`src/rtl/mc_pkg.sv`:
```
// Shared encodings for the multicycle controller and the ALU:
// state codes, opcode/funct values, ALU selects, mux selects.
package mc_pkg;

  typedef enum logic [3:0] {
    S_IDLE   = 4'd0,
    S_FETCH  = 4'd1,
    S_DECODE = 4'd2,
    S_EXEC_R = 4'd3,
    S_EXEC_I = 4'd4,
    S_ADDR   = 4'd5,
    S_MEM_RD = 4'd6,
    S_MEM_WR = 4'd7,
    S_WB_ALU = 4'd8,
    S_WB_MEM = 4'd9,
    S_BRANCH = 4'd10,
    S_JUMP   = 4'd11,
    S_ERR    = 4'd12
  } state_e;

  localparam logic [5:0] OP_RTYPE = 6'b000000;
  localparam logic [5:0] OP_ORI   = 6'b001101;
  localparam logic [5:0] OP_LW    = 6'b100011;
  localparam logic [5:0] OP_SW    = 6'b101011;
  localparam logic [5:0] OP_BEQ   = 6'b000100;
  localparam logic [5:0] OP_J     = 6'b000010;

  localparam logic [5:0] FN_ADDU  = 6'b100001;
  localparam logic [5:0] FN_SUBU  = 6'b100011;

  localparam logic [1:0] ALU_ADD  = 2'b00;
  localparam logic [1:0] ALU_SUB  = 2'b01;
  localparam logic [1:0] ALU_OR   = 2'b10;

  localparam logic [1:0] SRCB_RT   = 2'b00;
  localparam logic [1:0] SRCB_FOUR = 2'b01;
  localparam logic [1:0] SRCB_IMM  = 2'b10;
  localparam logic [1:0] SRCB_BOFF = 2'b11;

  localparam logic [1:0] PC_ALU    = 2'b00;
  localparam logic [1:0] PC_ALUOUT = 2'b01;
  localparam logic [1:0] PC_JUMP   = 2'b10;

  function automatic logic is_mem_state(state_e s);
    return (s == S_FETCH) || (s == S_MEM_RD) ||
           (s == S_MEM_WR);
  endfunction

endpackage

```
`src/rtl/mc_wait_timer.sv`:
```
// Memory-wait counter: counts while en, clears on clr.
// Ports: clk, rst, en, clr in; tc high when this cycle is the TIMEOUT-th wait.
module mc_wait_timer #(
  parameter int WAIT_W  = 8,
  parameter int TIMEOUT = 255
) (
  input  logic clk,
  input  logic rst,
  input  logic en,
  input  logic clr,
  output logic tc
);

  // cnt_q holds completed wait cycles, so the current
  // cycle is wait number cnt_q+1.
  localparam logic [WAIT_W-1:0] TERM = WAIT_W'(TIMEOUT - 1);

  logic [WAIT_W-1:0] cnt_q;
  logic [WAIT_W-1:0] cnt_d;

  always_comb begin
    cnt_d = cnt_q;
    if (clr)
      cnt_d = '0;
    else if (en)
      cnt_d = cnt_q + 1'b1;
  end

  assign tc = en && (cnt_q == TERM);

  always_ff @(posedge clk or posedge rst) begin
    if (rst)
      cnt_q <= '0;
    else
      cnt_q <= cnt_d;
  end

endmodule

```
`src/rtl/mc_ctrl.sv`:
```
// Multicycle main controller with ready-based memory handshake and bus timeout.
// Ports: clk, rst, op, funct, zero, mem_ready in; datapath strobes/selects, illegal, bus_err, state out.
module mc_ctrl
  import mc_pkg::*;
#(
  parameter int WAIT_W  = 8,
  parameter int TIMEOUT = 255
) (
  input  logic       clk,
  input  logic       rst,
  input  logic [5:0] op,
  input  logic [5:0] funct,
  input  logic       zero,
  input  logic       mem_ready,
  output logic       pc_we,
  output logic       ir_we,
  output logic       mem_req,
  output logic       mem_we,
  output logic       reg_we,
  output logic       reg_dst,
  output logic       mem_to_reg,
  output logic       alu_src_a,
  output logic [1:0] alu_src_b,
  output logic       ext_op,
  output logic [1:0] alu_sel,
  output logic [1:0] pc_src,
  output logic       illegal,
  output logic       bus_err,
  output logic [3:0] state
);

  state_e state_q, state_d;
  logic   bus_err_q, bus_err_d;
  logic   waiting, tmr_clr, tmr_tc;
  logic   rtype_ok;

  assign rtype_ok = (funct == FN_ADDU) || (funct == FN_SUBU);

  // A wait cycle is a memory state without ready; the
  // counter restarts on ready or on any state change.
  assign waiting = is_mem_state(state_q) && !mem_ready;
  assign tmr_clr = !waiting || (state_d != state_q);

  mc_wait_timer #(
    .WAIT_W  (WAIT_W),
    .TIMEOUT (TIMEOUT)
  ) u_timer (
    .clk (clk),
    .rst (rst),
    .en  (waiting),
    .clr (tmr_clr),
    .tc  (tmr_tc)
  );

  always_comb begin
    state_d = state_q;
    unique case (state_q)
      S_IDLE:   state_d = S_FETCH;
      S_FETCH: begin
        if (mem_ready)   state_d = S_DECODE;
        else if (tmr_tc) state_d = S_ERR;
      end
      S_DECODE: begin
        case (op)
          OP_RTYPE: state_d = rtype_ok ? S_EXEC_R : S_FETCH;
          OP_ORI:   state_d = S_EXEC_I;
          OP_LW:    state_d = S_ADDR;
          OP_SW:    state_d = S_ADDR;
          OP_BEQ:   state_d = S_BRANCH;
          OP_J:     state_d = S_JUMP;
          default:  state_d = S_FETCH;
        endcase
      end
      S_EXEC_R: state_d = S_WB_ALU;
      S_EXEC_I: state_d = S_WB_ALU;
      S_WB_ALU: state_d = S_FETCH;
      S_ADDR:
        state_d = (op == OP_SW) ? S_MEM_WR : S_MEM_RD;
      S_MEM_RD: begin
        if (mem_ready)   state_d = S_WB_MEM;
        else if (tmr_tc) state_d = S_ERR;
      end
      S_WB_MEM: state_d = S_FETCH;
      S_MEM_WR: begin
        if (mem_ready)   state_d = S_FETCH;
        else if (tmr_tc) state_d = S_ERR;
      end
      S_BRANCH: state_d = S_FETCH;
      S_JUMP:   state_d = S_FETCH;
      S_ERR:    state_d = S_ERR;
      default:  state_d = S_IDLE;
    endcase
  end

  assign bus_err_d = bus_err_q || (state_d == S_ERR);

  always_ff @(posedge clk or posedge rst) begin
    if (rst) begin
      state_q   <= S_IDLE;
      bus_err_q <= 1'b0;
    end else begin
      state_q   <= state_d;
      bus_err_q <= bus_err_d;
    end
  end

  always_comb begin
    pc_we      = 1'b0;
    ir_we      = 1'b0;
    mem_req    = 1'b0;
    mem_we     = 1'b0;
    reg_we     = 1'b0;
    reg_dst    = 1'b0;
    mem_to_reg = 1'b0;
    alu_src_a  = 1'b0;
    alu_src_b  = SRCB_RT;
    ext_op     = 1'b0;
    alu_sel    = ALU_ADD;
    pc_src     = PC_ALU;
    illegal    = 1'b0;
    unique case (state_q)
      S_FETCH: begin
        mem_req   = 1'b1;
        alu_src_b = SRCB_FOUR;
        pc_we     = mem_ready;
        ir_we     = mem_ready;
      end
      S_DECODE: begin
        alu_src_b = SRCB_BOFF;
        ext_op    = 1'b1;
        case (op)
          OP_RTYPE: illegal = !rtype_ok;
          OP_ORI, OP_LW, OP_SW,
          OP_BEQ, OP_J: illegal = 1'b0;
          default:  illegal = 1'b1;
        endcase
      end
      S_EXEC_R: begin
        alu_src_a = 1'b1;
        alu_sel   = (funct == FN_SUBU) ? ALU_SUB : ALU_ADD;
      end
      S_EXEC_I: begin
        alu_src_a = 1'b1;
        alu_src_b = SRCB_IMM;
        alu_sel   = ALU_OR;
      end
      S_WB_ALU: begin
        reg_we  = 1'b1;
        reg_dst = (op == OP_RTYPE);
      end
      S_ADDR: begin
        alu_src_a = 1'b1;
        alu_src_b = SRCB_IMM;
        ext_op    = 1'b1;
      end
      S_MEM_RD: mem_req = 1'b1;
      S_WB_MEM: begin
        reg_we     = 1'b1;
        mem_to_reg = 1'b1;
      end
      S_MEM_WR: begin
        mem_req = 1'b1;
        mem_we  = 1'b1;
      end
      S_BRANCH: begin
        alu_src_a = 1'b1;
        alu_sel   = ALU_SUB;
        pc_src    = PC_ALUOUT;
        pc_we     = zero;
      end
      S_JUMP: begin
        pc_src = PC_JUMP;
        pc_we  = 1'b1;
      end
      default: ;
    endcase
  end

  assign bus_err = bus_err_q;
  assign state   = state_q;

endmodule

```
`config.mk`:
```
export PLATFORM = sky130hd
export DESIGN_NAME = mc_ctrl
export DESIGN_NICKNAME = d
export VERILOG_FILES = /design/src/rtl/mc_pkg.sv /design/src/rtl/mc_wait_timer.sv /design/src/rtl/mc_ctrl.sv
export SDC_FILE = /design/constraint.sdc
export NUM_CORES = 1
export LEC_CHECK = 0
export CAP_MARGIN = 5
export CORE_MARGIN = 4
export CORE_UTILIZATION = 40
export CTS_CLUSTER_SIZE = 10
export DETAILED_ROUTE_END_ITERATION = 10
export GPL_ROUTABILITY_DRIVEN = 0
export GPL_TIMING_DRIVEN = 0
export PLACE_DENSITY = 0.7
export SYNTH_ARGS = -nofsm -noshare
export SYNTH_HDL_FRONTEND = slang
export SYNTH_SLANG_ARGS = --single-unit
```
`constraint.sdc`:
```
create_clock -name clk -period 2.75 [get_ports clk]
set_input_delay 0.275 -clock clk [delete_from_list [all_inputs] [get_ports clk]]
set_output_delay 0.275 -clock clk [all_outputs]
set_load 0.02 [all_outputs]
```
==> flow_metrics.env, run 1 <==
export IMPL_worst_hold_path_type="input pin to async pin"
export IMPL_antenna_found_initial=0
export IMPL_cts_max_level=1
export IMPL_p_int_mw=0.6073
export IMPL_setup_violations=0
export IMPL_chipHeight_um=59.11
export IMPL_crit_path_cell_trace="clkbuf_1 -> or2_2 -> nor4bb_1 -> clkdlybuf4s50_1"
export IMPL_max_freq_mhz=384.8
export IMPL_peakVddDrop_mv=0.5488
export IMPL_worst_slew_pin_slew_ns=0.4495
export IMPL_swShare_pct=45.06
export IMPL_cts_setup_buffers=0
export IMPL_ys_flop_type="dfrtp_1"
export IMPL_cts_tree="built"
export IMPL_power_mw=1.105
export IMPL_syn_num_nets=144
export IMPL_rsz0062_at_grt="no"
export IMPL_clk_latency_ns=0.27
export IMPL_p_comb_share_pct=65.5
export IMPL_grt_pass1_wl_um=4712
export IMPL_cts_sinks=13
export IMPL_min_period_ns=2.599
export IMPL_crit_arrival_ns=2.32
export IMPL_synth_cells=126
export IMPL_leakagePower_nw=0.5534
export IMPL_grt_pass1_vias=1073
export IMPL_avgSynthCellArea_sq_um=8.292
export IMPL_hold_ws_ns=0.3218
export IMPL_fin_util_pct=59.29
export IMPL_dp_hpwl_um=2196
export IMPL_row_count=18
export IMPL_io_buffers=36
export IMPL_place_inst=192
export IMPL_clkPwrFrac_pct=10.2
export IMPL_syn_area_sq_um=1045
export IMPL_synth_warnings=0
export IMPL_path_clk_slew_ns=0.07
export IMPL_instances_no_fill=196
export IMPL_slew_viol_final=0
export IMPL_die_w_um=59.11
export IMPL_ant_nets=0
export IMPL_cts_resized=0
export IMPL_dp_slack_ns=0.1922
export IMPL_grt_max_degree=14
export IMPL_cts_root_buf="clkbuf_4"
export IMPL_powerDensity_nw_per_um2=752.6
export IMPL_via_count=1115
export IMPL_switchingPower_mw=0.4982
export IMPL_final_cell_area_sq_um=1469
export IMPL_setup_slack_ns=0.1510
export IMPL_period_share_pct=94.51
export IMPL_placed_cell_area_sq_um=1443
export IMPL_ctsHoldBuffers=0
export IMPL_worstSetupPathType="register to output pin"
export IMPL_synthArstFlopShare_pct=100.0
export IMPL_clock_skew_ns=0.001734
export IMPL_ios=37
export IMPL_initial_core_util_pct=42.17
export IMPL_drc=0
export IMPL_synth_edff_count=0
export IMPL_worst_ep_required_time_ns=2.48
export IMPL_critPathTopFamily="buffers and inverters"
export IMPL_setup_worst_path_end_class="output pin"
export IMPL_synth_seq_cells=13
export IMPL_cts_buffers=3
export IMPL_worst_path_max_delay_cell="clkdlybuf4s50_1"
export IMPL_hold_viol=0
export IMPL_grtUsageTotal_pct=17.31
export IMPL_status="finished, final reports clean"
export IMPL_setup_tns_ns=0
export IMPL_start_kind="register"
export IMPL_first_pass_iters=4
export IMPL_max_cap_viol_count=0
export IMPL_slew_headroom_pct=69.26
export IMPL_gr_total_overflow=0
export IMPL_wire_per_inst_um=14.30
export IMPL_drt_iter0_drc=37
export IMPL_slowest_delay_ns=0.67
export IMPL_clockBufferDepth=2
export IMPL_drive_gt1_share_pct=7.831
export IMPL_die_area_sq_um=3493
export IMPL_diodes=0
export IMPL_vias_per_cell=5.689
export IMPL_coreArea_sq_um=2477
export IMPL_area_growth_pct=40.60
export IMPL_synth_cell_types=48
export IMPL_power_share_sequential_pct=24.4
export IMPL_ys_seq_area_share_pct=31.14
export IMPL_num_nets_final=185
export IMPL_critPathMaxFanout=10
export IMPL_cp_num_buf_inv=2
export IMPL_wirelength_um=2803
-- registers in the layout, indices dropped and copies added, names as in the netlist --
| signal | count |
|---|---|
| u_timer.cnt_q | 8 |
| state | 4 |
| bus_err | 1 |
-- path summary, 6_finish.rpt --
check                           cells after the start                to  slack (ns)             start
worst max-delay path                                4           reg_dst        0.15          state[1]
worst min-delay path                                2           bus_err        0.32               rst
worst min register to register                      1  u_timer.cnt_q[0]        0.54  u_timer.cnt_q[0]
max in group asynchronous                           2  u_timer.cnt_q[4]        2.10               rst
worst max register to register                      4           bus_err        0.92          state[0]
min in group clk                                    1  u_timer.cnt_q[0]        0.54  u_timer.cnt_q[0]
-- routing by layer --
metal  track usage, %  wire length [um]
met1            21.56              1152
met4            9.061                46
met5                0                 0
met3            2.397               275
met2            28.86              1328
-- Yosys cell counts (2+ instances only) --
master / instances / area share [%]
inv_1: 4 / 1.4
a2111oi_0: 2 / 1.7
xor2_1: 7 / 5.9
nand2b_1: 9 / 5.4
nor3_1: 2 / 0.96
nand4_1: 2 / 1.2
dfrtp_1: 13 / 31
a211o_1: 2 / 1.7
ha_1: 2 / 2.4
nor2_1: 21 / 7.5
o21ai_0: 2 / 0.96
nor4_1: 3 / 1.8
clkbuf_1: 2 / 0.72
nand3_1: 4 / 1.9
nand2_1: 11 / 4.0
o21bai_1: 2 / 1.4
xnor2_1: 2 / 1.7
buf_2: 2 / 0.96
a21oi_1: 5 / 2.4
-- layout by cell type (no fill, tap or decap), drive strengths merged, types with 2 or more instances in the layout --
cell type and n:
clkdlybuf4s50 36, nor2 21, dfrtp 13, nand2 12, nand2b 9, xor2 7, clkbuf 6, a21oi 5
nand3 4, inv 4, nor4 3, buf 3, o21ai 3, a211oi 3, nand4 2, xnor2 2
o21bai 2, a211o 2, nor3 2, a2111oi 2, ha 2
-- worst reg2reg max path, delay by kind of cell (launching register included) --
kind | cells | cell delay, ns
AOI/OAI and AO/OA | 3 | 0.80
DFF | 1 | 0.48
and+or+nand+nor | 1 | 0.45
-- power groups by stage --
stage / Combinational, mW / Sequential [mW] / Clock, mW
2_1_floorplan: 0.427 / 0.284 / 0
3_3_place_gp: 0.722 / 0.269 / 0
3_5_place_dp: 0.729 / 0.271 / 0
4_1_cts: 0.732 / 0.267 / 0.121
5_1_grt: 0.785 / 0.275 / 0.131
6_report: 0.724 / 0.269 / 0.112
-- cells by family (layout without fill, tap and decap cells) --
logic type,after synthesis,in the layout,synth area share (%)
AND/OR/NAND/NOR,66,66,34.25
flip-flops,13,13,31.14
adder cells (fa/ha/maj),2,2,2.395
XOR/XNOR,9,9,7.545
buffers and inverters,9,49,3.832
AO/OA/AOI/OAI,27,27,20.84
-- cell type report --
| class | instances | area [sq um] |
|---|---|---|
| plain buffers | 5 | 25.02 |
| clock buffers | 4 | 26.28 |
| fillers | 251 | 1008 |
| inverters | 4 | 15.01 |
| multi-input cells | 104 | 679.4 |
| flip-flops and latches | 13 | 325.3 |
| well taps | 30 | 37.54 |
| repair buffers | 36 | 360.3 |
Power figures use the tool's default switching activity.
==> run 2: changes to the inputs <==
Settings changed: ABC_AREA set to 1, CORE_UTILIZATION 40 to 35, PLACE_DENSITY 0.7 to 0.63.
==> run 2 against run 1 <==
Cell count grew 12%. Clock power about the same. Critical endpoint is now alu_sel[0]. Power decreased by 2.4%. Critical path depth rose by 3. Non-clock buffer count decreased by 3. Largest power group unchanged.
==> flow_metrics.env, run 2 <==
export IMPL_largest_reg_flops=8
export IMPL_synth_seq_cells=13
export IMPL_top_register="u_timer.cnt_q"
export IMPL_setup_worst_path_end_class="output pin"
export IMPL_clk_latency_ns=0.27
export IMPL_peakVddDrop_mv=0.4385
export IMPL_worst_ep_required_time_ns=2.48
export IMPL_antenna_found_initial=0
export IMPL_setup_tns_ns=0
export IMPL_gr_total_overflow=0
export IMPL_synth_edff_count=0
export IMPL_synth_top_family_by_area="simple AND/OR/NAND/NOR gates"
export IMPL_rsz0062_at_grt="no"
export IMPL_synth_simple_area_share_pct=45.44
export IMPL_synthArstFlopShare_pct=100.0
export IMPL_ys_seq_area_share_pct=31.59
export IMPL_synth_warnings=0
export IMPL_period_share_pct=84.49
export IMPL_cts_resized=0
export IMPL_cts_tree="built"
export IMPL_syn_num_nets=166
export IMPL_via_count=1049
export IMPL_initial_core_util_pct=37.02
export IMPL_synth_top_cells_by_area="dfrtp_1, nand2_1, nor2_1"
export IMPL_dp_hpwl_um=2161
export IMPL_max_freq_mhz=430.4
export IMPL_worst_slew_pin_slew_ns=0.4788
export IMPL_crit_arrival_ns=2.05
export IMPL_grtUsageTotal_pct=13.50
export IMPL_powerDensity_nw_per_um2=741.6
export IMPL_syn_area_sq_um=1030
export IMPL_cts_max_level=1
export IMPL_coreArea_sq_um=2781
export IMPL_num_nets_final=207
export IMPL_hold_viol=0
export IMPL_worst_hold_path_type="input pin to async pin"
export IMPL_final_common_cell="clkdlybuf4s50_1"
export IMPL_synth_xor_area_share_pct=5.103
export IMPL_setup_violations=0
export IMPL_diodes=0
export IMPL_max_cap_viol_count=0
export IMPL_final_cell_mix="clkdlybuf4s50_1, nand2_1, nor2_1"
export IMPL_slew_viol_final=0
export IMPL_area_growth_pct=41.31
export IMPL_path_clk_slew_ns=0.07
export IMPL_synth_cells=148
export IMPL_synth_top_area_cell="dfrtp_1"
export IMPL_slew_headroom_pct=68.04
export IMPL_drc=0
export IMPL_synthAdderAreaFrac_pct=2.430
export IMPL_power_mw=1.079
export IMPL_synth_cell_types=26
export IMPL_synth_most_common_cell="nand2_1"
export IMPL_row_count=19
export IMPL_status="finished, final reports clean"
export IMPL_drt_iter0_drc=38
export IMPL_avgSynthCellArea_sq_um=6.958
export IMPL_cts_sinks=13
export IMPL_yosysTopAreaCellShare_pct=31.59
export IMPL_clockBufferDepth=2
export IMPL_vias_per_cell=4.790
export IMPL_die_w_um=62.24
export IMPL_grt_max_degree=14
export IMPL_grt_pass1_vias=982
export IMPL_ys_flop_type="dfrtp_1"
export IMPL_grt_pass1_wl_um=4360
export IMPL_min_period_ns=2.324
export IMPL_leakagePower_nw=0.6983
export IMPL_wire_per_inst_um=11.26
export IMPL_drive_gt1_share_pct=11.17
export IMPL_synth_compound_area_share_pct=5.954
export IMPL_chipHeight_um=62.24
export IMPL_cts_setup_buffers=0
export IMPL_start_kind="register"
export IMPL_ios=37
export IMPL_cts_root_buf="clkbuf_4"
export IMPL_cts_buffers=3
export IMPL_critPathMaxFanout=6
export IMPL_ctsHoldBuffers=0
export IMPL_first_pass_iters=4
export IMPL_worstSetupPathType="register to output pin"
export IMPL_muxShareOfSynthArea_pct=0
export IMPL_clock_skew_ns=0.003461
export IMPL_fillers=284
export IMPL_io_buffers=36
export IMPL_wirelength_um=2466
export IMPL_die_area_sq_um=3874
export IMPL_ant_nets=0
export IMPL_synthTopCellsByCount="nand2_1, nor2_1, inv_1, nand3_1, dfrtp_1"
## run 2: kinds of logic (layout without fill, tap and decap cells)
| logic type | Yosys count | in the layout |
|---|---|---|
| flops | 13 | 13 |
| fa+ha+maj | 2 | 2 |
| buf+inv | 23 | 63 |
| compound gates | 9 | 9 |
| simple gates | 95 | 95 |
| xor+xnor | 6 | 6 |
## run 2: per-layer routing
metal | track usage (%) | part of all wire, % | up-vias
li1 | - | - | 554
met1 | 18.46 | 48 | 478
met2 | 21.24 | 48 | 15
met3 | 3.243 | 3.2 | 2
met4 | 3.252 | 0.49 | 0
met5 | 0 | 0 | -
## run 2: path summary, 6_finish.rpt
| kind | depth (start not counted) | slack (ns) | startpoint | to |
|---|---|---|---|---|
| setup / recovery | 7 | 0.43 | state[3] | alu_sel[0] |
| hold / removal | 2 | 0.32 | rst | u_timer.cnt_q[4] |
| min in group clk | 2 | 0.46 | bus_err | bus_err |
| hold reg to reg | 2 | 0.46 | bus_err | bus_err |
| max in group asynchronous | 2 | 2.10 | rst | u_timer.cnt_q[0] |
| setup reg to reg | 9 | 1.18 | u_timer.cnt_q[0] | u_timer.cnt_q[0] |
## run 2: cell type report
| type | instances | area, sq um | area share, % |
|---|---|---|---|
| Buffer | 2 | 18.77 | 1.290 |
| Clock buffer | 4 | 26.28 | 1.806 |
| Inverter | 21 | 78.83 | 5.417 |
| Multi-Input combinational cell | 112 | 606.8 | 41.70 |
| Sequential cell | 13 | 325.3 | 22.36 |
| Tap cell | 31 | 38.79 | 2.666 |
| Timing Repair Buffer | 36 | 360.3 | 24.76 |
## run 2: worst max-delay path, stage by stage, from the launching register on
cell and delay, ns:
dfrtp_1 0.51, inv_2 0.09, nor2_1 0.09, inv_1 0.11, nor2_1 0.20, inv_1 0.08, o21ai_0 0.08, clkdlybuf4s50_1 0.62
## run 2: stage by stage
stage               std cells  util [%]  cell area, sq um  hold slack (ns)  setup WS (ns)
finish                    219     52.32              1455           0.3204         0.4264
global route              219     52.32              1455           0.3533         0.2576
CTS                       219     52.32              1455           0.3331         0.3980
detailed placement        215     51.37              1429           0.4498         0.4395
global placement          215     51.37              1429           0.4505         0.4531
floorplan                 148         -              1030           0.1520         0.9812
## run 2: where the power goes
| group | internal, mW | switching [mW] |
|---|---|---|
| sequential | 0.223 | 0.0361 |
| clock | 0.0561 | 0.0558 |
| combinational | 0.288 | 0.421 |
| total | 0.566 | 0.513 |
==> run 3: changes to the inputs <==
Clock period 2.75 ns to 2.3 ns, I/O delays scaled along.
==> run 3 against run 2 <==
Via count is essentially flat. Clock skew about the same. Count of clock-buffer cells in the layout did not move. Power grew 19%. Sequential share of layout area is 0.27 points lower. Design area up 1.6%. Utilization rose by 0.85 points. Register-to-register slack lost 0.45 ns. Worst hold slack got worse by 0.047 ns. Highest routed layer unchanged. Combinational power is 18% higher. Sequential cell count unchanged. Cell count unchanged.
==> flow_metrics.env, run 3 (same netlist as run 2, synthesis figures left out) <==
export IMPL_status="finished, final reports clean"
export IMPL_slowest_delay_ns=0.63
export IMPL_worst_slew_pin_slew_ns=0.4735
export IMPL_cp_num_buf_inv=2
export IMPL_grt_pass1_vias=986
export IMPL_final_common_cell="nand2_1"
export IMPL_powerDensity_nw_per_um2=868.3
export IMPL_grt_max_degree=14
export IMPL_chipHeight_um=62.24
export IMPL_critPathMaxFanout=8
export IMPL_hold_ws_ns=0.2735
export IMPL_peakVddDrop_mv=0.5235
export IMPL_setup_violations=0
export IMPL_max_freq_mhz=481.3
export IMPL_setup_worst_path_end_class="output pin"
export IMPL_swShare_pct=48.02
export IMPL_drc=0
export IMPL_io_buffers=36
export IMPL_worstSetupPathType="register to output pin"
export IMPL_p_int_mw=0.6675
export IMPL_grt_met1_usage_pct=18.46
export IMPL_grtUsageTotal_pct=13.72
export IMPL_clkPwrFrac_pct=10.4
export IMPL_crit_path_cell_trace="buf_6 -> nor2_4 -> nand2_1 -> nor2_1 -> clkdlybuf4s50_1"
export IMPL_clock_skew_ns=0.003570
export IMPL_cts_sinks=13
export IMPL_ff_latch_area_sq_um=326.6
export IMPL_grt_pass1_wl_um=4416
export IMPL_switchingPower_mw=0.6166
export IMPL_vias_per_cell=4.795
export IMPL_diodes=0
export IMPL_num_nets_final=207
export IMPL_dp_hpwl_um=2161
export IMPL_drt_iter0_drc=42
export IMPL_met3_usage_pct=3.243
export IMPL_ios=37
export IMPL_leakagePower_nw=0.8314
export IMPL_antenna_found_initial=0
export IMPL_drive_gt1_share_pct=12.23
export IMPL_worst_ep_required_time_ns=2.07
export IMPL_hold_viol=0
export IMPL_p_comb_share_pct=65.3
export IMPL_ctsHoldBuffers=0
export IMPL_critPathTopFamily="buffers and inverters"
export IMPL_wire_per_inst_um=11.46
export IMPL_fin_util_pct=53.17
export IMPL_grt_busiest_layer="met2"
export IMPL_die_area_sq_um=3874
export IMPL_min_period_ns=2.078
export IMPL_clk_latency_ns=0.27
export IMPL_clockBufferDepth=2
export IMPL_critPathLaunch="state[2]"
export IMPL_period_share_pct=90.34
export IMPL_fillers=284
export IMPL_first_pass_iters=4
export IMPL_area_growth_pct=43.62
export IMPL_use_met2_pct=22.02
export IMPL_cts_root_buf="clkbuf_4"
export IMPL_coreArea_sq_um=2781
export IMPL_gr_total_overflow=0
export IMPL_die_w_um=62.24
export IMPL_max_cap_viol_count=0
export IMPL_crit_arrival_ns=1.85
export IMPL_top_register="u_timer.cnt_q"
export IMPL_rsz0062_at_grt="no"
export IMPL_slew_viol_final=0
export IMPL_largest_reg_flops=8
export IMPL_multi_input_area_sq_um=609.3
export IMPL_wirelength_um=2510
export IMPL_worst_hold_path_type="input pin to async pin"
export IMPL_start_kind="register"
export IMPL_setup_slack_ns=0.2221
export IMPL_ff2ff_setup_slack_ns=0.73
export IMPL_via_count=1050
export IMPL_slew_headroom_pct=68.40
export IMPL_cts_tree="built"
export IMPL_dp_slack_ns=0.07946
export IMPL_worst_path_max_delay_cell="clkdlybuf4s50_1"
export IMPL_rr_endpoint="u_timer.cnt_q[0]"
export IMPL_reg2regPathDepth=9
export IMPL_final_cell_mix="nand2_1, clkdlybuf4s50_1, nor2_1"
export IMPL_ant_nets=0
export IMPL_power_share_sequential_pct=24.3
export IMPL_cts_max_level=1
export IMPL_setup_tns_ns=0
export IMPL_cts_buffers=3
export IMPL_rr_startpoint="u_timer.cnt_q[0]"
export IMPL_initial_core_util_pct=37.02
export IMPL_row_count=19
export IMPL_path_clk_slew_ns=0.07
==> run 3: power groups by stage <==
stage | Sequential (mW) | Combinational, mW | Clock, mW
after global placement | 0.314 | 0.853 | 0
after global routing | 0.322 | 0.918 | 0.157
after CTS | 0.312 | 0.858 | 0.143
after detailed placement | 0.315 | 0.855 | 0
after floorplan | 0.336 | 0.496 | 0
final | 0.312 | 0.838 | 0.134
==> run 3: per-layer routing <==
layer | vias to the layer above | part of all wire [%]
met5 | - | 0
met4 | 0 | 0.48
met3 | 2 | 3.2
met2 | 15 | 50
met1 | 478 | 47
li1 | 555 | -
==> run 3: repair_timing <==
| item | 4_1_cts | 5_1_grt |
|---|---|---|
| setup buffers | 0 | 0 |
| gates resized for setup | 1 | 9 |
| setup endpoints to repair | 1 | 8 |
| pin swaps | 0 | 1 |
==> run 3: worst max path at each step <==
stage | cells past startpoint | end | slack [ns]
after CTS | 7 | illegal | 0.02
after floorplan | 6 | alu_sel[0] | 0.58
after global placement | 8 | illegal | 0.09
after global routing | 5 | ir_we | 0.09
after detailed placement | 6 | alu_sel[0] | 0.08
final | 5 | ir_we | 0.22
==> run 3: area by class of cell <==
cell class                 instances  area share (%)
buffer                             2           1.269
clock buffer                       4           1.777
inverter                          21           5.330
multi-input combinational        112           41.20
sequential                        13           22.08
tap                               31           2.623
timing repair buffer              36           25.72
==> run 3: worst reg2reg max path, cell delays in order (launching register included) <==
cell	delay (ns)
dfrtp_1	0.42
inv_1	0.07
ha_1	0.14
nand3_1	0.07
nor3_1	0.30
nand2_1	0.12
nand2_1	0.09
nand2_2	0.08
nand3_4	0.12
nor2_1	0.06
==> run 3: stage by stage <==
| stage | instance area [sq um] | cells | power [mW] |
|---|---|---|---|
| 2_1_floorplan | 1030 | 148 | 0.8318 |
| 3_3_place_gp | 1429 | 215 | 1.167 |
| 3_5_place_dp | 1429 | 215 | 1.170 |
| 4_1_cts | 1456 | 219 | 1.313 |
| 5_1_grt | 1479 | 219 | 1.397 |
| 6_report | 1479 | 219 | 1.284 |
==> RTL edit (flow settings as in run 1) <==
`WAIT_W` is set to 8 in 2 places; all go to 6.
--- a/src/rtl/mc_wait_timer.sv
+++ b/src/rtl/mc_wait_timer.sv
@@ -1,7 +1,7 @@
 // Memory-wait counter: counts while en, clears on clr.
 // Ports: clk, rst, en, clr in; tc high when this cycle is the TIMEOUT-th wait.
 module mc_wait_timer #(
-  parameter int WAIT_W  = 8,
+  parameter int WAIT_W  = 6,
   parameter int TIMEOUT = 255
 ) (
   input  logic clk,
--- a/src/rtl/mc_ctrl.sv
+++ b/src/rtl/mc_ctrl.sv
@@ -3,7 +3,7 @@
 module mc_ctrl
   import mc_pkg::*;
 #(
-  parameter int WAIT_W  = 8,
+  parameter int WAIT_W  = 6,
   parameter int TIMEOUT = 255
 ) (
   input  logic       clk,
Formal check against the unedited RTL: same outputs for any inputs over 10 cycles, from zero or initial values and one cycle with rst high; that may be too few to reach the edited logic, so the function may still have changed.
==> RTL edit against run 1 <==
- synthesized area down 14%
- sequential cell count decreased by 2
- cell area down 11%
- critical path depth grew 2
- maximum frequency shrank 1.2%
- combinational power decreased by 9.5%
- largest cell class unchanged
- total power down 11%
- routed wire length shrank 8.4%
- sequential share of layout area decreased by 1.2 points
- setup slack got worse by 0.033 ns
- largest power group unchanged
==> RTL edit: results <==
export IMPL_worstMarginPinSlew_ns=0.436
export IMPL_leakage_nw=0.516
export IMPL_cp_slowest_stage_delay_ns=0.61
export IMPL_dp_slack_ns=-0.0929
export IMPL_yosysSeqAreaShare=0.306
export IMPL_worst_ep_arrival_time_ns=2.36
export IMPL_synth_top_cells_by_count="nor2_1 (21), dfrtp_1 (11), nand2b_1 (8)"
export IMPL_cpMaxStageDelayCell="or4_1"
export IMPL_r2r_cells=6
export IMPL_path_delay_family="buffers and inverters"
export IMPL_cp_startpoint="op[0]"
export IMPL_min_path_type="primary input to asynchronous set/reset pin"
export IMPL_final_instance_count_excl_fill=182
export IMPL_track_usage=0.183
export IMPL_routed_via_density=5.29
export IMPL_dp_hpwl_mm=2.09
export IMPL_syn_nets=134
export IMPL_synth_area_leaders="dfrtp_1 (31%), nor2_1 (8.8%), nand2b_1 (5.6%)"
export IMPL_diodes=0
export IMPL_root_buffer="clkbuf_4"
export IMPL_placed_area_mm2=0.00129
export IMPL_drt_total_wl_mm=2.57
export IMPL_grt_max_degree=12
export IMPL_largest_reg_flops=6
export IMPL_critPathMaxFanout=4
export IMPL_drt_iter0_drc=26
export IMPL_vdd_drop_max_uv=432
export IMPL_drive_gt1_frac=0.0645
export IMPL_skew_ns=0.00622
export IMPL_reg2reg_from="state[1]"
export IMPL_synth_top_flop_cell="dfrtp_1"
export IMPL_avgSynthCellArea_um2=7.74
export IMPL_grt_pass1_vias=986
export IMPL_hold_worst_slack_ns=0.304
export IMPL_r2r_end="state[0]"
export IMPL_yosysUniqueCellTypes=37
export IMPL_status="finished clean"
export IMPL_finalNetCount=174
export IMPL_reg2reg_slack_ns=0.80
export IMPL_grt_pass1_wl_mm=4.64
## RTL edit: cell type report
| cell class | count | area, um^2 |
|---|---|---|
| plain buffers | 5 | 27.5 |
| fillers | 199 | 728 |
| inverters | 4 | 15.0 |
| well taps | 27 | 33.8 |
| clock buffers | 4 | 26.3 |
| multi-input cells | 95 | 577 |
| flip-flops and latches | 11 | 275 |
| repair buffers | 36 | 359 |
## RTL edit: cells by family after synthesis
family / count (synthesis) / share of synthesized area
AOI/OAI and AO/OA: 23 / 0.162
and+or+nand+nor: 64 / 0.394
DFF: 11 / 0.306
buffers and inverters: 10 / 0.0515
adders and majority gates: 2 / 0.0279
xor gates and xnor gates: 6 / 0.0585
## RTL edit: power by group
part | total, mW | leakage (nW) | switching (mW) | internal (mW)
logic | 0.655 | 0.353 | 0.356 | 0.298
clock network | 0.110 | 0.0150 | 0.0543 | 0.0562
registers | 0.224 | 0.148 | 0.0317 | 0.192
## RTL edit: worst reg2reg max path, cell delays in order (launching register included)
cell	delay, ns
dfrtp_1	0.39
buf_6	0.16
or4b_4	0.58
nand2_2	0.09
or3b_1	0.35
buf_2	0.18
o211ai_2	0.14
## RTL edit: worst max-delay path by stage
stage               endpoint  slack [ns]  cells past startpoint
global route         illegal        0.04                      6
global placement     reg_dst       -0.06                      5
floorplan           state[0]        0.77                      6
CTS                  illegal        0.11                      6
detailed placement   reg_dst       -0.09                      5
finish               illegal        0.12                      6
## RTL edit: what timing repair did
item                       4_1_cts  5_1_grt
cloned                           0        0
resized for setup                1        0
pin swaps                        0        0
setup endpoints to repair        1        2
## RTL edit: per-layer routing
layer | track usage | up-vias | wire length (um)
met5 | 0 | - | 0
li1 | - | 485 | -
met2 | 0.313 | 32 | 1240
met4 | 0.0417 | 0 | 23
met3 | 0.0420 | 2 | 136
met1 | 0.233 | 443 | 1170
